--- src/rtl/dkong3_snd_mixer.sv ---
// rtl/dkong3_snd_mixer.sv - time-multiplexed N-channel signed audio mixer with gain, mute and saturation
// Optional DC-blocking output filter enabled by defining DKONG3_MIX_DCBLOCK_EN.
module dkong3_snd_mixer #(
    parameter int NUM_CH = 2,
    parameter int SW     = 16,
    parameter int GW     = 4,
    parameter int SHIFT  = 4
) (
    input  logic                 I_CLK_24M,
    input  logic                 I_RESETn,
    input  logic                 I_SAMPLE_STB,
    input  logic [NUM_CH*SW-1:0] I_SAMPLES,
    input  logic [NUM_CH*GW-1:0] I_GAIN,
    input  logic [NUM_CH-1:0]    I_MUTE,
    output logic [SW-1:0]        O_SAMPLE,
    output logic                 O_VALID,
    output logic                 O_CLIP,
    output logic                 O_BUSY,
    output logic                 O_OVERRUN
);

    localparam int AW = SW + GW + $clog2(NUM_CH) + 1;
    localparam int CW = (NUM_CH > 1) ? $clog2(NUM_CH) : 1;
    localparam logic [CW-1:0] LAST_CH = CW'(NUM_CH - 1);
    localparam logic signed [AW-1:0] SMAX = {{(AW-SW+1){1'b0}}, {(SW-1){1'b1}}};
    localparam logic signed [AW-1:0] SMIN = {{(AW-SW+1){1'b1}}, {(SW-1){1'b0}}};

    typedef enum logic [1:0] {IDLE, ACCUM, SCALE, FILT} state_t;

    state_t               state;
    logic [NUM_CH*SW-1:0] samp_snap;
    logic [NUM_CH*GW-1:0] gain_snap;
    logic [NUM_CH-1:0]    mute_snap;
    logic signed [AW-1:0] acc;
    logic [CW-1:0]        ch;

    logic [SW-1:0]        cur_s;
    logic [GW-1:0]        cur_g;
    logic signed [AW-1:0] s_ext, g_ext, prod, r;
    logic [SW:0]          r_sat;

    // Returns {clip, value} with value clamped to the signed SW-bit range.
    function automatic logic [SW:0] sat(input logic signed [AW-1:0] v);
        if (v > SMAX)
            sat = {1'b1, SMAX[SW-1:0]};
        else if (v < SMIN)
            sat = {1'b1, SMIN[SW-1:0]};
        else
            sat = {1'b0, v[SW-1:0]};
    endfunction

    always_comb begin
        cur_s = samp_snap[int'(ch)*SW +: SW];
        cur_g = gain_snap[int'(ch)*GW +: GW];
        s_ext = {{(AW-SW){cur_s[SW-1]}}, cur_s};
        g_ext = {{(AW-GW){1'b0}}, cur_g};
        prod  = mute_snap[ch] ? '0 : s_ext * g_ext;
        r     = acc >>> SHIFT;
        r_sat = sat(r);
    end

`ifdef DKONG3_MIX_DCBLOCK_EN
    logic [SW-1:0]        x_reg, x_prev, y_prev;
    logic                 clip_r;
    logic signed [AW-1:0] x_ext, xp_ext, yp_ext, y_full;
    logic [SW:0]          y_sat;

    always_comb begin
        x_ext  = {{(AW-SW){x_reg[SW-1]}}, x_reg};
        xp_ext = {{(AW-SW){x_prev[SW-1]}}, x_prev};
        yp_ext = {{(AW-SW){y_prev[SW-1]}}, y_prev};
        y_full = x_ext - xp_ext + yp_ext - (yp_ext >>> 8);
        y_sat  = sat(y_full);
    end
`endif

    assign O_BUSY = (state != IDLE);

    always_ff @(posedge I_CLK_24M) begin
        if (!I_RESETn) begin
            state     <= IDLE;
            samp_snap <= '0;
            gain_snap <= '0;
            mute_snap <= '0;
            acc       <= '0;
            ch        <= '0;
            O_SAMPLE  <= '0;
            O_VALID   <= 1'b0;
            O_CLIP    <= 1'b0;
            O_OVERRUN <= 1'b0;
`ifdef DKONG3_MIX_DCBLOCK_EN
            x_reg     <= '0;
            x_prev    <= '0;
            y_prev    <= '0;
            clip_r    <= 1'b0;
`endif
        end else begin
            O_VALID <= 1'b0;
            O_CLIP  <= 1'b0;
            if (I_SAMPLE_STB && state != IDLE)
                O_OVERRUN <= 1'b1;
            case (state)
                IDLE: begin
                    if (I_SAMPLE_STB) begin
                        samp_snap <= I_SAMPLES;
                        gain_snap <= I_GAIN;
                        mute_snap <= I_MUTE;
                        acc       <= '0;
                        ch        <= '0;
                        state     <= ACCUM;
                    end
                end
                ACCUM: begin
                    acc <= acc + prod;
                    if (ch == LAST_CH)
                        state <= SCALE;
                    else
                        ch <= ch + 1'b1;
                end
                SCALE: begin
`ifdef DKONG3_MIX_DCBLOCK_EN
                    x_reg  <= r_sat[SW-1:0];
                    clip_r <= r_sat[SW];
                    state  <= FILT;
`else
                    O_SAMPLE <= r_sat[SW-1:0];
                    O_CLIP   <= r_sat[SW];
                    O_VALID  <= 1'b1;
                    state    <= IDLE;
`endif
                end
`ifdef DKONG3_MIX_DCBLOCK_EN
                FILT: begin
                    O_SAMPLE <= y_sat[SW-1:0];
                    O_CLIP   <= clip_r | y_sat[SW];
                    O_VALID  <= 1'b1;
                    x_prev   <= x_reg;
                    y_prev   <= y_sat[SW-1:0];
                    state    <= IDLE;
                end
`endif
                default: state <= IDLE;
            endcase
        end
    end

endmodule
--- config.mk ---
export PLATFORM = sky130hd
export DESIGN_NAME = dkong3_snd_mixer
export DESIGN_NICKNAME = d
export VERILOG_FILES = /design/src/rtl/dkong3_snd_mixer.sv
export SDC_FILE = /design/constraint.sdc
export NUM_CORES = 1
export LEC_CHECK = 0
export ABC_AREA = 1
export ABC_CLOCK_PERIOD_IN_PS = 9850
export BUFFER_PORTS_ARGS = -buffer_cell sky130_fd_sc_hd__buf_2
export CELL_PAD_IN_SITES_DETAIL_PLACEMENT = 2
export CELL_PAD_IN_SITES_GLOBAL_PLACEMENT = 2
export CORE_AREA = 2 2 139 141
export CTS_CLUSTER_DIAMETER = 50
export DETAILED_ROUTE_END_ITERATION = 6
export DIE_AREA = 0 0 141 143
export PLACE_DENSITY = 0.87
export SETUP_SLACK_MARGIN = 0.4
export SLEW_MARGIN = 20
export SYNTH_ARGS = -nofsm -noshare
export SYNTH_HDL_FRONTEND = slang
export SYNTH_SLANG_ARGS = --single-unit
--- constraint.sdc ---
create_clock -name I_CLK_24M -period 9.85 [get_ports I_CLK_24M]
set_clock_uncertainty 0.15 [all_clocks]
set_input_delay 1.4775 -clock I_CLK_24M [delete_from_list [all_inputs] [get_ports I_CLK_24M]]
set_output_delay 1.4775 -clock I_CLK_24M [all_outputs]
set_load 0.01 [all_outputs]
==> summary.txt, run 1 <==
Pleak: 3.65 nW
Pwr Density: 136 mW/mm²
starting density of the core: 36.5%
largest net degree at the start of global routing: 46
CTS Buf Count: 9
max-slew violations: 0
post-layout min period: 6.45 ns
Top Ports: 65
later-pin clock latency in the skew report: 0.35 ns
Worst Setup Start Kind: register
RSZ-0062 raised after global routing: false
Die Y: 143 µm
Via Count: 6624
share of layout cells above drive strength 1: 12.3%
CTS Hold Buffers Added: 0
overall power: 1.03 mW
final WL: 23.8 mm
Setup crit end kind: register
GRT Util Overall: 24.5%
Nets: 1154
maxcap violations: 0
Root Driver: clkbuf_16
H-tree levels: 3
Synth-to-Final Area Change: 12.0%
peak supply drop: 0.0000870 V
HPWL after DPL: 18.6 mm
Post-Route Setup TNS: 0 ns
worst slew pin tran: 0.890 ns
slew margin rel.: 39.5%
row count: 50
Cells after Synth: 963
cell family with most CP delay: adder cells
#FFs+latches synth: 86
status: finished, final reports clean
metal3 WL: 478 µm
Hold Vio Cnt, Final: 0
DRC violations left: 0
post_cts resized: 0
Iteration-0 DRC Markers: 249
Max Root-Sink Buffers: 2
metal2 WL: 12.6 mm
Setup CP Type: reg2reg
port bufs: 64
routability cong.: 0.855
Post-synth EDFFs: 0
Post-Syn Nets: 1103
clk sinks: 86
post-DR vias/cell: 5.29
post-synth cell types: 40
Crit Path Max Fanout: 22
initial antenna violation count: 0
Remaining Overflow, GRT: 0
Final setup viols: 0
asr flop ratio synth: 0%
Mapped Area: 0.00679 mm²
crit path max-delay cell type: fa_1
antenna cell count: 0
worst min path class: reg2reg
ANT nets after route: 0
vias in the first global route: 7508
Seq/Total Area, Yosys: 25.4%
DR WL/cell: 19.0 µm
setup bufs post-CTS: 0
global-route wire length before repair: 38.8 mm
critical path arrival: 6.50 ns
Worst-path clk slew: 0.07 ns
Ys Warns: 0
Die W: 141 µm
flop-to-flop setup slack: 3.40 ns
highest metal layer with signal wires: met4
Worst Path Required: 9.90 ns
Syn Area/Cell: 7.05 µm²
worst stage delay on the critical path: 0.57 ns
Worst Path Buf+Inv: 6
commonest register cell after synthesis: dfxtp_1
core box area: 0.0186 mm²
drt pass-1 iters: 4
final critical-path share of the clock period: 65.5%
TritonCTS clock tree: yes
detailed-routing wirelength on met1: 9.57 mm
die area: 0.0202 mm²
maximum clock rate: 155 MHz
[metrics by stage]
stage / utilization (%) / hold slack [ns] / instances / setup WS (ns) / area, µm²
detailed placement: 39.4 / 0.307 / 1237 / 3.52 / 7320
CTS: 40.9 / 0.318 / 1253 / 3.43 / 7600
global placement: 39.4 / 0.297 / 1237 / 3.66 / 7310
floorplan: - / 0.294 / 963 / 4.41 / 6790
finish: 40.9 / 0.313 / 1253 / 3.40 / 7600
global route: 40.9 / 0.335 / 1253 / 3.01 / 7600
[kinds of logic after synthesis]
logic type / Yosys count / share of synthesized area, %
and+or+nand+nor: 399 / 24.1
AOI/OAI and AO/OA: 209 / 16.8
buffers and inverters: 143 / 8.13
adders and majority gates: 95 / 21.3
DFF: 86 / 25.4
muxes: 18 / 2.65
xor gates and xnor gates: 13 / 1.68
[synthesized netlist by cell type (3+ instances only)]
master,instances,area (µm²)
a21o_1,5,37.5
a21oi_1,89,445
a21oi_2,4,35.0
a31oi_1,4,25.0
buf_2,6,30.0
clkbuf_1,20,75.1
dfxtp_1,86,1720
fa_1,34,681
ha_1,61,763
inv_1,107,402
inv_2,7,26.3
mux2i_1,18,180
nand2_1,145,544
nand2_2,6,37.5
nand3_1,22,110
nand3_2,3,30.0
nand4_1,9,56.3
nor2_1,188,706
nor3_1,6,30.0
o21ai_0,89,445
o21ai_1,3,15.0
o21bai_1,4,30.0
or2_2,13,81.3
xnor2_1,7,61.3
xor2_1,6,52.6
[worst min-delay path, cell delays in order, from the launching register on]
cell	delay, ns
dfxtp_1	0.31
nand2_1	0.06
a21oi_1	0.05
[path summary, 6_finish.rpt]
path         depth (start not counted)                   endpoint                      start
max reg2reg                         26       acc[13]$_SDFFE_PN0P_            ch$_SDFFE_PN0P_
min                                  2  O_SAMPLE[11]$_SDFFE_PN0P_  O_SAMPLE[11]$_SDFFE_PN0P_
min reg2reg                          2  O_SAMPLE[11]$_SDFFE_PN0P_  O_SAMPLE[11]$_SDFFE_PN0P_
max                                 26       acc[13]$_SDFFE_PN0P_            ch$_SDFFE_PN0P_
[cells in the final DEF (no fill, tap or decap), types with 3 or more instances in the layout]
| cell | instances |
|---|---|
| fa_1 | 34 |
| a21o_1 | 5 |
| o21bai_1 | 4 |
| clkbuf_16 | 9 |
| buf_2 | 64 |
| mux2i_1 | 17 |
| nor2_1 | 187 |
| xor2_1 | 6 |
| nand4_1 | 9 |
| a21oi_1 | 89 |
| buf_4 | 5 |
| nand2_2 | 7 |
| nand2_1 | 144 |
| nor3_1 | 6 |
| nand3_2 | 3 |
| inv_2 | 7 |
| o21ai_0 | 89 |
| dfxtp_1 | 86 |
| o21ai_1 | 3 |
| clkinv_4 | 3 |
| inv_6 | 3 |
| a21oi_2 | 4 |
| a31oi_1 | 4 |
| inv_1 | 107 |
| ha_1 | 61 |
| or2_2 | 13 |
| xnor2_1 | 7 |
| nand3_1 | 22 |
[final cells by class]
type / count / area (µm²)
fillers: 2188 / 11000
flip-flops and latches: 86 / 1720
clock buffers: 10 / 229
multi-input cells: 734 / 4520
well taps: 234 / 293
repair buffers: 69 / 358
inverters: 114 / 428
clock inverters: 6 / 52.6
[metal layers]
metal  up-vias  global-route usage [%]
li1       3222                       -
met1      3225                    26.8
met2       117                    47.0
met3        60                    3.29
met4         0                    11.4
met5         -                       0
[registers in the layout, summed over array words and instances (netlist names)]
| register | count |
|---|---|
| O_CLIP | 1 |
| O_OVERRUN | 1 |
| O_SAMPLE | 16 |
| O_VALID | 1 |
| acc | 22 |
| ch | 1 |
| gain_snap | 8 |
| mute_snap | 2 |
| samp_snap | 32 |
| state | 2 |
[report_power, final]
| part | leakage, nW | internal (mW) | switching, mW | total [mW] |
|---|---|---|---|---|
| sequential | 0.704 | 0.370 | 0.0169 | 0.387 |
| combinational | 2.80 | 0.100 | 0.209 | 0.309 |
| clock | 0.138 | 0.175 | 0.160 | 0.335 |
No activity file was read; power rests on OpenSTA's default activity.
==> run 2, diff against run 1 <==
Settings changed: ABC_CLOCK_PERIOD_IN_PS 9850 to 5710, CORE_AREA 2 2 139 141 to 2 2 151 153, DIE_AREA 0 0 141 143 to 0 0 153 155, PLACE_DENSITY 0.87 to 0.79.
Clock period 9.85 ns to 5.71 ns, I/O delays scaled along.
==> run 2 against run 1 <==
The run now ends with negative setup slack left. Non-clock buffer count up 131. Final cell count up 14%. Combinational power rose to 3.5 times the previous value. Count of clock-buffer cells in the layout unchanged. Fmax up 4.8%. Critical endpoint is now acc[19]$_SDFFE_PN0P_. Clock power up 97%. Wire length up 82%. Worst hold slack better by 0.0048 ns. Highest routed layer unchanged. Via count up 25%. Setup slack worse by 3.8 ns. Die area up 18%. Core utilization up 5.7 points. Critical path type unchanged.
==> summary.txt, run 2 (synthesis results as in run 1) <==
status: finished, violations left
failing checks: negative setup slack
post-layout util: 46.6%
initial antenna violation count: 0
Die W: 153 µm
global-route wire length before repair: 52.8 mm
cell family with most CP delay: adder cells
die area: 0.0237 mm²
post-layout min period: 6.15 ns
commonest non-fill, non-tap cell in the layout: nor2_1
R2R depth: 31
RSZ-0062 raised after global routing: true
port bufs: 64
Synth-to-Final Area Change: 52.6%
Worst Path Buf+Inv: 8
Via Count: 8250
maximum clock rate: 163 MHz
GRT Util Overall: 29.2%
antenna cell count: 0
placed insts: 1341
Iteration-0 DRC Markers: 470
max FFs per register: 32
later-pin clock latency in the skew report: 0.38 ns
post-DR vias/cell: 5.75
Nets: 1285
most frequent cells in the layout: nor2_1 (157), nand2_1 (112), buf_4 (99)
peak supply drop: 0.000291 V
Area after DPL: 0.00781 mm²
overall power: 2.43 mW
critical path arrival: 6.25 ns
Worst Setup Start Kind: register
Setup CP Type: reg2reg
ANT nets after route: 0
hold path start: O_SAMPLE[4]$_SDFFE_PN0P_
drt pass-1 iters: 5
row count: 55
routability cong.: 0.914
Hold Vio Cnt, Final: 0
Setup crit end kind: register
Largest regs: samp_snap (32), acc (22), O_SAMPLE (16)
Root Driver: clkbuf_16
Die Y: 155 µm
slew margin rel.: 24.8%
share of layout cells above drive strength 1: 39.9%
Worst Path Required: 5.80 ns
DRC violations left: 0
Top Ports: 65
Pwr Density: 235 mW/mm²
worst slew pin tran: 1.12 ns
Crit Path Max Fanout: 5
CTS Hold Buffers Added: 0
hold depth: 2
core box area: 0.0222 mm²
worst stage delay on the critical path: 0.69 ns
H-tree levels: 3
Reg with most FFs: samp_snap
min setup slack post-route: -0.443 ns
maxcap violations: 0
largest net degree at the start of global routing: 46
HPWL after DPL: 18.0 mm
crit path max-delay cell type: fa_1
worst min path class: reg2reg
CTS Buf Count: 9
RR Endpoint: acc[19]$_SDFFE_PN0P_
final instance area: 0.0104 mm²
final WL: 43.3 mm
starting density of the core: 30.5%
Pleak: 4.64 nW
TritonCTS clock tree: yes
clk sinks: 86
Worst-path clk slew: 0.08 ns
Max Root-Sink Buffers: 2
Final setup viols: 12
Cell Count, Final, Fillers Out: 1434
DR WL/cell: 30.2 µm
max-slew violations: 0
final critical-path share of the clock period: 108%
Remaining Overflow, GRT: 0
worst flop-to-flop path startpoint: ch$_SDFFE_PN0P_
flop-to-flop setup slack: -0.44 ns
vias in the first global route: 8890
Hold EP: O_SAMPLE[4]$_SDFFE_PN0P_
==> run 2: cell count changes in the layout (fill, tap and decap cells not counted), sizes merged <==
cell      delta
buf        +130
inv          -3
bufinv       +1
clkbuf       +1
clkinvlp     +1
==> run 2: per-stage QoR <==
stage,hold WS (ns),TNS [ns],setup slack (ns)
global placement,0.302,-0.0607,-0.0607
detailed placement,0.310,-1.29,-0.233
CTS,0.321,0,0.300
global route,0.349,-3.94,-0.461
floorplan,0.294,0,0.426
finish,0.318,-2.87,-0.443
==> run 2: worst max path at each step <==
stage,from,to,slack [ns],cells after the start
after floorplan,ch$_SDFFE_PN0P_,acc[18]$_SDFFE_PN0P_,0.43,26
after global placement,ch$_SDFFE_PN0P_,acc[20]$_SDFFE_PN0P_,-0.06,26
after detailed placement,ch$_SDFFE_PN0P_,acc[20]$_SDFFE_PN0P_,-0.23,26
after CTS,ch$_SDFFE_PN0P_,acc[20]$_SDFFE_PN0P_,0.30,29
after global routing,ch$_SDFFE_PN0P_,acc[19]$_SDFFE_PN0P_,-0.46,31
final,ch$_SDFFE_PN0P_,acc[19]$_SDFFE_PN0P_,-0.44,31
==> run 2: metal layers <==
layer	up-vias	wire [µm]	part of all wire (%)	global-route usage, %
met1	4151	14500	34	28.3
met3	231	1830	4.2	4.35
met2	377	22600	52	57.5
li1	3491	-	-	-
met5	-	0	0	0
met4	0	4350	10	18.8
==> run 2: layout make-up <==
cell class / count / area [µm²]
Timing Repair Buffer: 200 / 1610
Clock buffer: 10 / 239
Tap cell: 285 / 357
Fill cell: 2402 / 11900
Clock inverter: 5 / 60.1
Multi-Input combinational cell: 734 / 5930
Inverter: 114 / 433
Sequential cell: 86 / 1730
==> run 2: power by group <==
part           switching (mW)  total (mW)  internal, mW
clock                   0.311       0.661         0.351
sequential             0.0542       0.693         0.639
combinational           0.641        1.08         0.437
==> run 2: worst register-to-register path, delay by kind of cell (launching register included) <==
family	cells	cell delay, ns
multiplexers	1	0.26
XOR/XNOR	1	0.15
buffers and inverters	8	0.83
AND/OR/NAND/NOR	14	1.66
flip-flops	1	0.43
adder cells (fa/ha/maj)	5	2.21
AO/OA/AOI/OAI	2	0.36
==> run 2: what timing repair did <==
item	4_1_cts	5_1_grt
resized for setup	214	119
cloned	3	1
endpoints found under the hold margin	0	0
pin swaps	119	86
setup endpoints to repair	15	16
setup buffers	43	31
